$ cat config.mk
export PLATFORM = sky130hd
export DESIGN_NAME = pre_fft_sequencer
export DESIGN_NICKNAME = d
export VERILOG_FILES = /design/src/rtl/pre_fft_sequencer.sv
export SDC_FILE = /design/constraint.sdc
export NUM_CORES = 1
export LEC_CHECK = 0
export ABC_AREA = 1
export BUFFER_PORTS_ARGS = -buffer_cell sky130_fd_sc_hd__buf_2
export CORE_AREA = 2 2 180 182
export CTS_CLUSTER_SIZE = 8
export DETAILED_ROUTE_END_ITERATION = 16
export DIE_AREA = 0 0 182 184
export PLACE_DENSITY = 0.87
export SKIP_CTS_REPAIR_TIMING = 1
export SLEW_MARGIN = 10
export SYNTH_ARGS = -nofsm -noshare
export SYNTH_HDL_FRONTEND = slang
export SYNTH_SLANG_ARGS = --single-unit
$ cat constraint.sdc
create_clock -name iclk -period 27.2 [get_ports iclk]
set_clock_uncertainty 0.05 [all_clocks]
set_input_delay 5.44 -clock iclk [delete_from_list [all_inputs] [get_ports iclk]]
set_output_delay 5.44 -clock iclk [all_outputs]
set_load 0.03 [all_outputs]
$ cat src/rtl/pre_fft_sequencer.sv
// Pre-FFT chain controller: fetches an utterance from audio memory, streams it
// into the abs/moving-average/clipper chain, launches the framer over the
// clipped word range and reports done/error.
// Optional build macro PRE_FFT_SEQ_ABORT_EN adds the iabort input.
module pre_fft_sequencer #(
    parameter int ADDR_W  = 32,
    parameter int DATA_W  = 16,
    parameter int TIMEOUT = 1024
) (
    input  logic              iclk,
    input  logic              irst,
    input  logic              istart,
    input  logic [ADDR_W-1:0] ibase_addr,
    input  logic [ADDR_W-1:0] inum_samples,
    output logic              omem_req,
    output logic [ADDR_W-1:0] omem_addr,
    input  logic              imem_ack,
    input  logic [DATA_W-1:0] imem_data,
    output logic              opipe_valid,
    output logic [DATA_W-1:0] opipe_data,
    output logic [ADDR_W-1:0] opipe_idx,
    input  logic              iclip_valid,
    input  logic [ADDR_W-1:0] iclip_start,
    input  logic [ADDR_W-1:0] iclip_end,
`ifdef PRE_FFT_SEQ_ABORT_EN
    input  logic              iabort,
`endif
    output logic              oframe_start,
    output logic [ADDR_W-1:0] oframe_start_addr,
    output logic [ADDR_W-1:0] oframe_end_addr,
    input  logic              iframe_done,
    output logic              obusy,
    output logic              odone,
    output logic              oerror
);

    localparam int TW = (TIMEOUT > 1) ? $clog2(TIMEOUT) : 1;

    typedef enum logic [2:0] {IDLE, FETCH, WAIT_CLIP, FRAME, DONE} state_e;

    state_e            state_q, state_d;
    logic [ADDR_W-1:0] base_q, base_d, num_q, num_d, cnt_q, cnt_d;
    logic              gap_q, gap_d;
    logic [TW-1:0]     tcnt_q, tcnt_d;
    logic              clipSet_q, clipSet_d;
    logic [ADDR_W-1:0] clipStart_q, clipStart_d, clipEnd_q, clipEnd_d;
    logic              pipeValid_q, pipeValid_d;
    logic [DATA_W-1:0] pipeData_q, pipeData_d;
    logic [ADDR_W-1:0] pipeIdx_q, pipeIdx_d;
    logic              frameStart_q, frameStart_d;
    logic [ADDR_W-1:0] frameStartAddr_q, frameStartAddr_d;
    logic [ADDR_W-1:0] frameEndAddr_q, frameEndAddr_d;
    logic              error_q, error_d;

    logic              abort;
    logic              ackAccept;
    logic [ADDR_W-1:0] memAddr;
    logic [ADDR_W-1:0] effStart, effEnd;
    logic [ADDR_W:0]   rangeLimit;
    logic              clipOk;

`ifdef PRE_FFT_SEQ_ABORT_EN
    assign abort = iabort && (state_q != IDLE) && (state_q != DONE);
`else
    assign abort = 1'b0;
`endif

    // Memory side: one request at a time, dropped for the cycle after each ack
    assign memAddr   = base_q + cnt_q;
    assign omem_req  = (state_q == FETCH) && !gap_q && (cnt_q != num_q) && !abort;
    assign omem_addr = omem_req ? memAddr : '0;
    assign ackAccept = imem_ack && omem_req;

    // A result arriving this very cycle takes precedence over the latched one
    assign effStart   = iclip_valid ? iclip_start : clipStart_q;
    assign effEnd     = iclip_valid ? iclip_end   : clipEnd_q;
    assign rangeLimit = {1'b0, base_q} + {1'b0, num_q} - {{ADDR_W{1'b0}}, 1'b1};
    assign clipOk     = (effStart <= effEnd) && (effStart >= base_q) &&
                        ({1'b0, effEnd} <= rangeLimit);

    assign opipe_valid       = pipeValid_q;
    assign opipe_data        = pipeData_q;
    assign opipe_idx         = pipeIdx_q;
    assign oframe_start      = frameStart_q;
    assign oframe_start_addr = frameStartAddr_q;
    assign oframe_end_addr   = frameEndAddr_q;
    assign obusy             = (state_q != IDLE);
    assign odone             = (state_q == DONE);
    assign oerror            = error_q;

    // Next-state logic for the sequencing FSM and all of its datapath registers
    always_comb begin
        state_d          = state_q;
        base_d           = base_q;
        num_d            = num_q;
        cnt_d            = cnt_q;
        gap_d            = 1'b0;
        tcnt_d           = '0;
        clipSet_d        = clipSet_q;
        clipStart_d      = clipStart_q;
        clipEnd_d        = clipEnd_q;
        pipeValid_d      = 1'b0;
        pipeData_d       = pipeData_q;
        pipeIdx_d        = pipeIdx_q;
        frameStart_d     = 1'b0;
        frameStartAddr_d = frameStartAddr_q;
        frameEndAddr_d   = frameEndAddr_q;
        error_d          = error_q;

        if (((state_q == FETCH) || (state_q == WAIT_CLIP)) && iclip_valid) begin
            clipSet_d   = 1'b1;
            clipStart_d = iclip_start;
            clipEnd_d   = iclip_end;
        end

        case (state_q)
            IDLE: begin
                if (istart) begin
                    base_d      = ibase_addr;
                    num_d       = inum_samples;
                    cnt_d       = '0;
                    clipSet_d   = 1'b0;
                    clipStart_d = '0;
                    clipEnd_d   = '0;
                    error_d     = 1'b0;
                    if (inum_samples == '0) begin
                        state_d = DONE;
                        error_d = 1'b1;
                    end else begin
                        state_d = FETCH;
                    end
                end
            end
            FETCH: begin
                if (ackAccept) begin
                    pipeValid_d = 1'b1;
                    pipeData_d  = imem_data;
                    pipeIdx_d   = memAddr;
                    cnt_d       = cnt_q + {{(ADDR_W-1){1'b0}}, 1'b1};
                    gap_d       = 1'b1;
                end else if (cnt_q == num_q) begin
                    state_d = WAIT_CLIP;
                end
            end
            WAIT_CLIP: begin
                tcnt_d = tcnt_q + {{(TW-1){1'b0}}, 1'b1};
                if (clipSet_q || iclip_valid) begin
                    if (clipOk) begin
                        state_d          = FRAME;
                        frameStart_d     = 1'b1;
                        frameStartAddr_d = effStart;
                        frameEndAddr_d   = effEnd;
                    end else begin
                        state_d = DONE;
                        error_d = 1'b1;
                    end
                end else if (tcnt_q == TW'(TIMEOUT - 1)) begin
                    state_d = DONE;
                    error_d = 1'b1;
                end
            end
            FRAME: begin
                if (iframe_done && !frameStart_q) begin
                    state_d = DONE;
                end
            end
            DONE: begin
                state_d = IDLE;
            end
            default: begin
                state_d = IDLE;
            end
        endcase

        if (abort) begin
            state_d      = DONE;
            error_d      = 1'b1;
            frameStart_d = 1'b0;
            pipeValid_d  = 1'b0;
        end

        if (state_d == DONE) begin
            frameStartAddr_d = '0;
            frameEndAddr_d   = '0;
        end
    end

    // State and datapath registers; reset aborts everything immediately
    always_ff @(posedge iclk or posedge irst) begin
        if (irst) begin
            state_q          <= IDLE;
            base_q           <= '0;
            num_q            <= '0;
            cnt_q            <= '0;
            gap_q            <= 1'b0;
            tcnt_q           <= '0;
            clipSet_q        <= 1'b0;
            clipStart_q      <= '0;
            clipEnd_q        <= '0;
            pipeValid_q      <= 1'b0;
            pipeData_q       <= '0;
            pipeIdx_q        <= '0;
            frameStart_q     <= 1'b0;
            frameStartAddr_q <= '0;
            frameEndAddr_q   <= '0;
            error_q          <= 1'b0;
        end else begin
            state_q          <= state_d;
            base_q           <= base_d;
            num_q            <= num_d;
            cnt_q            <= cnt_d;
            gap_q            <= gap_d;
            tcnt_q           <= tcnt_d;
            clipSet_q        <= clipSet_d;
            clipStart_q      <= clipStart_d;
            clipEnd_q        <= clipEnd_d;
            pipeValid_q      <= pipeValid_d;
            pipeData_q       <= pipeData_d;
            pipeIdx_q        <= pipeIdx_d;
            frameStart_q     <= frameStart_d;
            frameStartAddr_q <= frameStartAddr_d;
            frameEndAddr_q   <= frameEndAddr_d;
            error_q          <= error_d;
        end
    end

endmodule
==> impl_metrics.csv, run 1 <==
group,metric,value,unit
run_status,status,"finished, final reports clean",
power_and_ir_drop,powerDensity,110,mW/mm²
cells_and_area,layout-drive-gt1-share,15.4,%
power_and_ir_drop,power.switching,1.20,mW
yosys,ys_seq_area_share,36.9,%
yosys,ys.flop_type,"dfrtp_1",
timing,setup_viol,0,
setup_path,endpoint_kind,"register",
clocking,cts.path.max_buffers,3,
yosys,mappedNetlistArea,0.0196,mm²
clocking,cts.sink_count,289,
grt,grt_pass1_wl,95.8,mm
job,max_cap_viol_count,0,
setup_path,crit_required,27600,ps
power_and_ir_drop,p_comb_share,57.9,%
power_and_ir_drop,power.leakage,11.2,nW
power_and_ir_drop,ir_worst_vdd,92.9,µV
die,die_h,184,µm
drt,drc,0,
clocking,insertion_delay,540,ps
power_and_ir_drop,clock_power_share,19.0,%
setup_path,critPathKind,"in -> reg",
clocking,cts_buffers,42,
clocking,clk_pin_slew_worst_paths,50,ps
yosys,ys_ff_latch,289,
clocking,root_buffer,"clkbuf_16",
clocking,cts.htree.levels,2,
timing,setup_tns,0,ps
grt,grt_overflow,0,
timing,finalCritPeriodShare,36.3,%
power_and_ir_drop,switching_share,48.7,%
clocking,cts_tree,"yes",
grt,antenna_found_initial,0,
grt,grt_max_degree,162,
timing,worstMarginPinSlew,1230,ps
timing,period_needed,9870,ps
yosys,synthArstFlopShare,100,%
drt,viasPerCell,5.94,
timing,drv_slew,0,
cells_and_area,area_delta_synth_final,14.1,%
drt,drt_iter0_markers,1579,
die,initial_core_util,62.4,%
power_and_ir_drop,internal_power,1.26,mW
die,rows,65,
drt,post_drt_wl_per_cell,19.0,µm
grt,first_global_vias,18300,
grt,grt_util_all_layers,36.1,%
cells_and_area,fillers,2506,
die,dieArea,0.0335,mm²
yosys,synth_nets,2880,
yosys,netlist_instances,2536,
power_and_ir_drop,p_seq_share,23.1,%
timing,slew_headroom,17.7,%
die,ios,300,
cells_and_area,multi_input_area,0.0106,mm²
yosys,syn_area_per_cell,7.72,µm²
place,gp_congestion,0.980,
cells_and_area,ff_latch_area,0.00723,mm²
cells_and_area,nNetsFinal,3128,
yosys,synth.distinct_cells,47,
drt,final_antenna_net_count,0,
setup_path,cp_data_arrival_time,10270,ps
die,core,0.0314,mm²
drt,firstDrtPassIters,6,
yosys,ys_warn_count,0,
timing,hold_violations,0,
timing,rsz0062_at_grt,"false",
yosys,synth_edf_count,0,
power_and_ir_drop,total_power,2.45,mW
die,chipWidth,182,µm
drt,vias,19000,
drt,routed_wl,60.7,mm
hold_path,hp-class,"reg -> reg",
timing,fmax,0.101,GHz
place,dpl.hpwl,45.0,mm
setup_path,start_kind,"primary input",
setup_path,cp_max_fo,101,
cells_and_area,final_util,71.2,%
place,port_buffers,299,
[cells in the final DEF, fill, tap and decap left out, types with 6 or more instances in the layout]
cell type  netlist  routed
a211oi_1        34      34
a21o_1           6       6
a21oi_1        174     174
a21oi_2         51      51
a31oi_1          6       6
buf_2           20     298
buf_4            4      11
clkbuf_16        0      43
dfrtp_1        289     289
ha_1           192     192
inv_1          344     342
nand2_1        534     532
nand3_1         47      47
nand4_1        106     106
nor2_1         161     161
nor3_1          35      34
nor4_1          22      22
o211ai_1         6       6
o21a_1           9       9
o21ai_0        257     257
o21ai_1         12      12
o31ai_1         13      13
xnor2_1         54      54
xor2_1          35      35
[state kept, by name, indices dropped and copies added, names as in the netlist]
signal,cells
state_q,3
opipe_idx,32
oframe_start,1
clipStart_q,32
clipSet_q,1
tcnt_q,10
oframe_end_addr,32
cnt_q,32
opipe_valid,1
oframe_start_addr,32
num_q,32
clipEnd_q,32
oerror,1
opipe_data,16
base_q,32
[cell families (layout without fill, tap and decap cells)]
logic type	Yosys count	count (layout)	synth area share, %
AND/OR/NAND/NOR	927	927	20.3
buffers and inverters	452	704	9.14
XOR/XNOR	89	89	3.98
adder cells (fa/ha/maj)	194	194	12.5
flip-flops	289	289	36.9
other	0	1	0
AO/OA/AOI/OAI	585	585	17.1
[power groups by stage]
stage	clock network, mW	registers, mW	logic (mW)
4_1_cts	0.468	0.567	1.40
5_1_grt	0.486	0.576	1.58
3_5_place_dp	0	0.573	1.38
6_report	0.466	0.568	1.42
2_1_floorplan	0	0.611	0.967
3_3_place_gp	0	0.569	1.34
[path summary, 6_finish.rpt]
check	cells after the start	endpoint	from	slack, ps
max	18	oframe_start_addr[24]	iclip_valid	17330
min	2	opipe_data[12]	opipe_data[12]	420
max reg2reg	26	oframe_end_addr[1]	base_q[1]	20970
min reg2reg	2	opipe_data[12]	opipe_data[12]	420
max in group asynchronous	3	num_q[18]	irst	20590
min in group asynchronous	2	opipe_idx[27]	irst	5020
[synth_stat cells, drive strengths merged, types with 9 or more instances]
cell	instances	area share (%)
a211oi	34	1.3
a21oi	225	6.7
buf	34	1.1
clkbuf	72	1.4
dfrtp	289	37
ha	192	12
inv	345	6.6
nand2	538	10
nand3	49	1.3
nand4	106	3.4
nor2	166	3.2
nor3	37	1.0
nor4	22	0.70
o21a	9	0.35
o21ai	270	6.9
o31ai	13	0.50
xnor2	54	2.4
xor2	35	1.6
[through the flow]
| stage | setup WS [ps] | instance area [µm²] | hold WS [ps] | instances |
|---|---|---|---|---|
| 6_report | 17330 | 22300 | 420 | 3191 |
| 5_1_grt | 17030 | 22300 | 439 | 3190 |
| 3_3_place_gp | 17160 | 21200 | 397 | 3142 |
| 2_1_floorplan | 13730 | 19600 | 383 | 2536 |
| 4_1_cts | 17430 | 22300 | 417 | 3190 |
| 3_5_place_dp | 16910 | 21200 | 410 | 3142 |
[critical path: stages]
cell     delay, ps
buf_4          250
buf_4          740
o21ai_0        500
ha_1           440
nand2_1         80
inv_1           90
nand3_1         70
nor4_1         550
o21ai_0        180
nand2_1        100
nand2_1         50
nand2_1         90
nor2_4          50
buf_4          330
nand3_2        210
buf_4          640
nand2_1        180
a21oi_2        180
[final cells by class]
type / instances / share of cell area [%]
timing repair buffer: 310 / 7.14
sequential: 289 / 32.4
clock buffer: 46 / 4.91
antenna: 1 / 0.0112
clock inverter: 2 / 0.0616
tap: 402 / 2.25
inverter: 346 / 5.86
multi-input combinational: 1795 / 47.4
[metal layers]
layer | part of all wire, % | global-route usage (%) | vias to the layer above
li1 | - | - | 8935
met1 | 40 | 47.3 | 8855
met2 | 45 | 58.4 | 999
met3 | 9.7 | 6.66 | 170
met4 | 4.9 | 17.1 | 0
met5 | 0 | 0 | -
(Power assumes the default switching activity.)
==> run 2: changes to the inputs <==
- ABC_AREA: 1 -> 0
- CORE_AREA: 2 2 180 182 -> 2 2 183 185
- DIE_AREA: 0 0 182 184 -> 0 0 185 187
- PLACE_DENSITY: 0.87 -> 0.81
- clock period: 27.2 -> 9.4 ns (I/O delays scaled with it)
==> impl_metrics.csv, run 2 <==
group,metric,value,unit
yosys,netlist_instances,2116,
cells_and_area,nNetsFinal,2729,
grt,busiest_layer,"met2",
run_status,status,"finished, final reports clean",
die,initial_core_util,56.6,%
die,ios,300,
setup_path,endpoint_kind,"register",
cells_and_area,ff_latch_area,0.00723,mm²
grt,grt_util_all_layers,30.4,%
yosys,syn_area_per_cell,8.79,µm²
die,core,0.0329,mm²
timing,fmax,0.144,GHz
yosys,yosysMostFrequentCell,"nand2_1",
clocking,cts.path.max_buffers,3,
setup_path,reg2reg_depth,23,
hold_path,hold_depth,2,
grt,grt_overflow,0,
timing,setup_viol,0,
yosys,synth_edf_count,0,
place,place_area,0.0204,mm²
timing,hold_violations,0,
die,chipWidth,185,µm
drt,post_drt_wl_per_cell,18.6,µm
timing,finalCritPeriodShare,74.1,%
timing,drv_slew,0,
setup_path,cp_data_arrival_time,7320,ps
grt,grt_use_met1,42.9,%
timing,worstMarginPinSlew,1010,ps
yosys,synth_common_cells,"366 x nand2_1, 289 x dfrtp_1, 195 x inv_1",
hold_path,min_from,"opipe_data[10]",
place,dpl.hpwl,39.3,mm
clocking,root_buffer,"clkbuf_16",
timing,setup_tns,0,ps
yosys,ys_ff_latch,289,
job,max_cap_viol_count,0,
cells_and_area,layout-drive-gt1-share,17.4,%
clocking,cts_tree,"yes",
setup_path,crit_required,9760,ps
setup_path,critPathKind,"reg -> reg",
cells_and_area,fin_area,0.0216,mm²
die,die_h,187,µm
grt,first_global_vias,16200,
cells_and_area,multi_input_area,0.0103,mm²
drt,drc,0,
power_and_ir_drop,total_power,6.65,mW
drt,viasPerCell,5.81,
yosys,ys.flop_type,"dfrtp_1",
power_and_ir_drop,powerDensity,308,mW/mm²
power_and_ir_drop,ir_worst_vdd,177,µV
grt,grt_pass1_wl,84.1,mm
yosys,ys_seq_area_share,38.9,%
grt,antenna_found_initial,2,
setup_path,r2r_slack,2440,ps
cells_and_area,final_util,65.7,%
cells_and_area,most-common-layout-cells,"365 x nand2_1, 299 x buf_2, 289 x dfrtp_1, 194 x inv_1, 192 x ha_1",
yosys,synthTopCellsByArea,"dfrtp_1 39%, ha_1 13%, nand2_1 7.4%, o21ai_0 4.1%, inv_1 3.9%",
yosys,synthArstFlopShare,100,%
clocking,cts.htree.levels,2,
timing,rsz0062_at_grt,"false",
power_and_ir_drop,power.leakage,11.2,nW
clocking,cts.sink_count,289,
setup_path,r2r-start,"base_q[1]",
clocking,clk_pin_slew_worst_paths,50,ps
cells_and_area,fillers,2695,
yosys,mappedNetlistArea,0.0186,mm²
yosys,netlist.area_leader.share,38.9,%
yosys,ys_warn_count,0,
die,rows,67,
setup_path,start_kind,"register",
timing,slew_headroom,32.7,%
yosys,synth_nets,2460,
yosys,synth.distinct_cells,75,
die,dieArea,0.0346,mm²
setup_path,cp_max_fo,36,
setup_path,critPathCapture,"oerror",
drt,vias,16500,
grt,use_met3,5.37,%
drt,final_antenna_net_count,0,
setup_path,cp-startpoint,"base_q[1]",
setup_path,r2r-end,"oerror",
yosys,synth_top_area_cell,"dfrtp_1",
cells_and_area,final_common_cell,"nand2_1",
place,port_buffers,299,
grt,grt_max_degree,180,
grt,use_met2,46.8,%
drt,firstDrtPassIters,5,
cells_and_area,area_delta_synth_final,16.1,%
place,gp_congestion,0.935,
hold_path,hp-class,"reg -> reg",
timing,period_needed,6960,ps
clocking,cts_buffers,42,
clocking,insertion_delay,540,ps
drt,routed_wl,52.8,mm
drt,drt_iter0_markers,1146,
[run 2: changes by cell type after synthesis, sizes merged, moves of 40 or more]
cell,before,now
a21oi,225,145
inv,345,195
nand2,538,366
nand4,106,30
nor2,166,110
o21ai,270,188
xor2,35,75
[run 2: final cells by class]
class | count | area share [%]
flip-flops and latches | 289 | 33.5
multi-input cells | 1545 | 47.5
diodes | 2 | 0.0232
clock buffers | 47 | 5.30
repair buffers | 312 | 7.50
well taps | 448 | 2.60
inverters | 195 | 3.41
clock inverters | 1 | 0.139
[run 2: report_power, final]
group	internal [mW]	switching [mW]
logic	1.42	2.23
clock network	0.868	0.525
registers	1.47	0.146
[run 2: per-layer routing]
metal,vias up,routed length [µm]
met1,7801,22700
li1,7833,-
met4,0,1990
met3,108,4620
met2,757,23500
met5,-,0
[run 2: worst min path at each step]
| stage | endpoint | slack [ps] |
|---|---|---|
| 6_report | opipe_data[10] | 410 |
| 3_5_place_dp | opipe_idx[0] | 410 |
| 3_3_place_gp | tcnt_q[0] | 400 |
| 2_1_floorplan | tcnt_q[0] | 380 |
| 5_1_grt | opipe_data[2] | 440 |
| 4_1_cts | opipe_data[10] | 420 |
[run 2: metrics by stage]
step	cells	hold slack (ps)	worst slack, ps
final	2839	412	2440
after global routing	2838	440	2150
after CTS	2837	420	2680
after detailed placement	2789	408	2450
after global placement	2789	400	2630
after floorplan	2116	383	3640
[run 2: cells by family after synthesis]
family	after synthesis	synth area share, %
XOR/XNOR	117	5.51
adder cells (fa/ha/maj)	194	13.1
flip-flops	289	38.9
buffers and inverters	282	6.08
AO/OA/AOI/OAI	496	16.5
AND/OR/NAND/NOR	668	16.0
multiplexers	70	3.98
[run 2: critical path: stages, from the launching register on]
cell	delay [ps]
dfrtp_1	440
inv_1	130
ha_1	290
inv_1	40
ha_1	230
fa_1	420
a21o_1	230
a311oi_1	410
o21ai_0	230
a21oi_1	380
a211oi_1	180
or3_1	370
a21oi_1	270
o21a_1	170
xor2_1	70
ha_1	300
nand3_1	130
nor4_1	500
nand3_1	200
o21ai_2	120
nor3b_1	80
a221oi_2	350
nand3_2	750
o21a_1	450
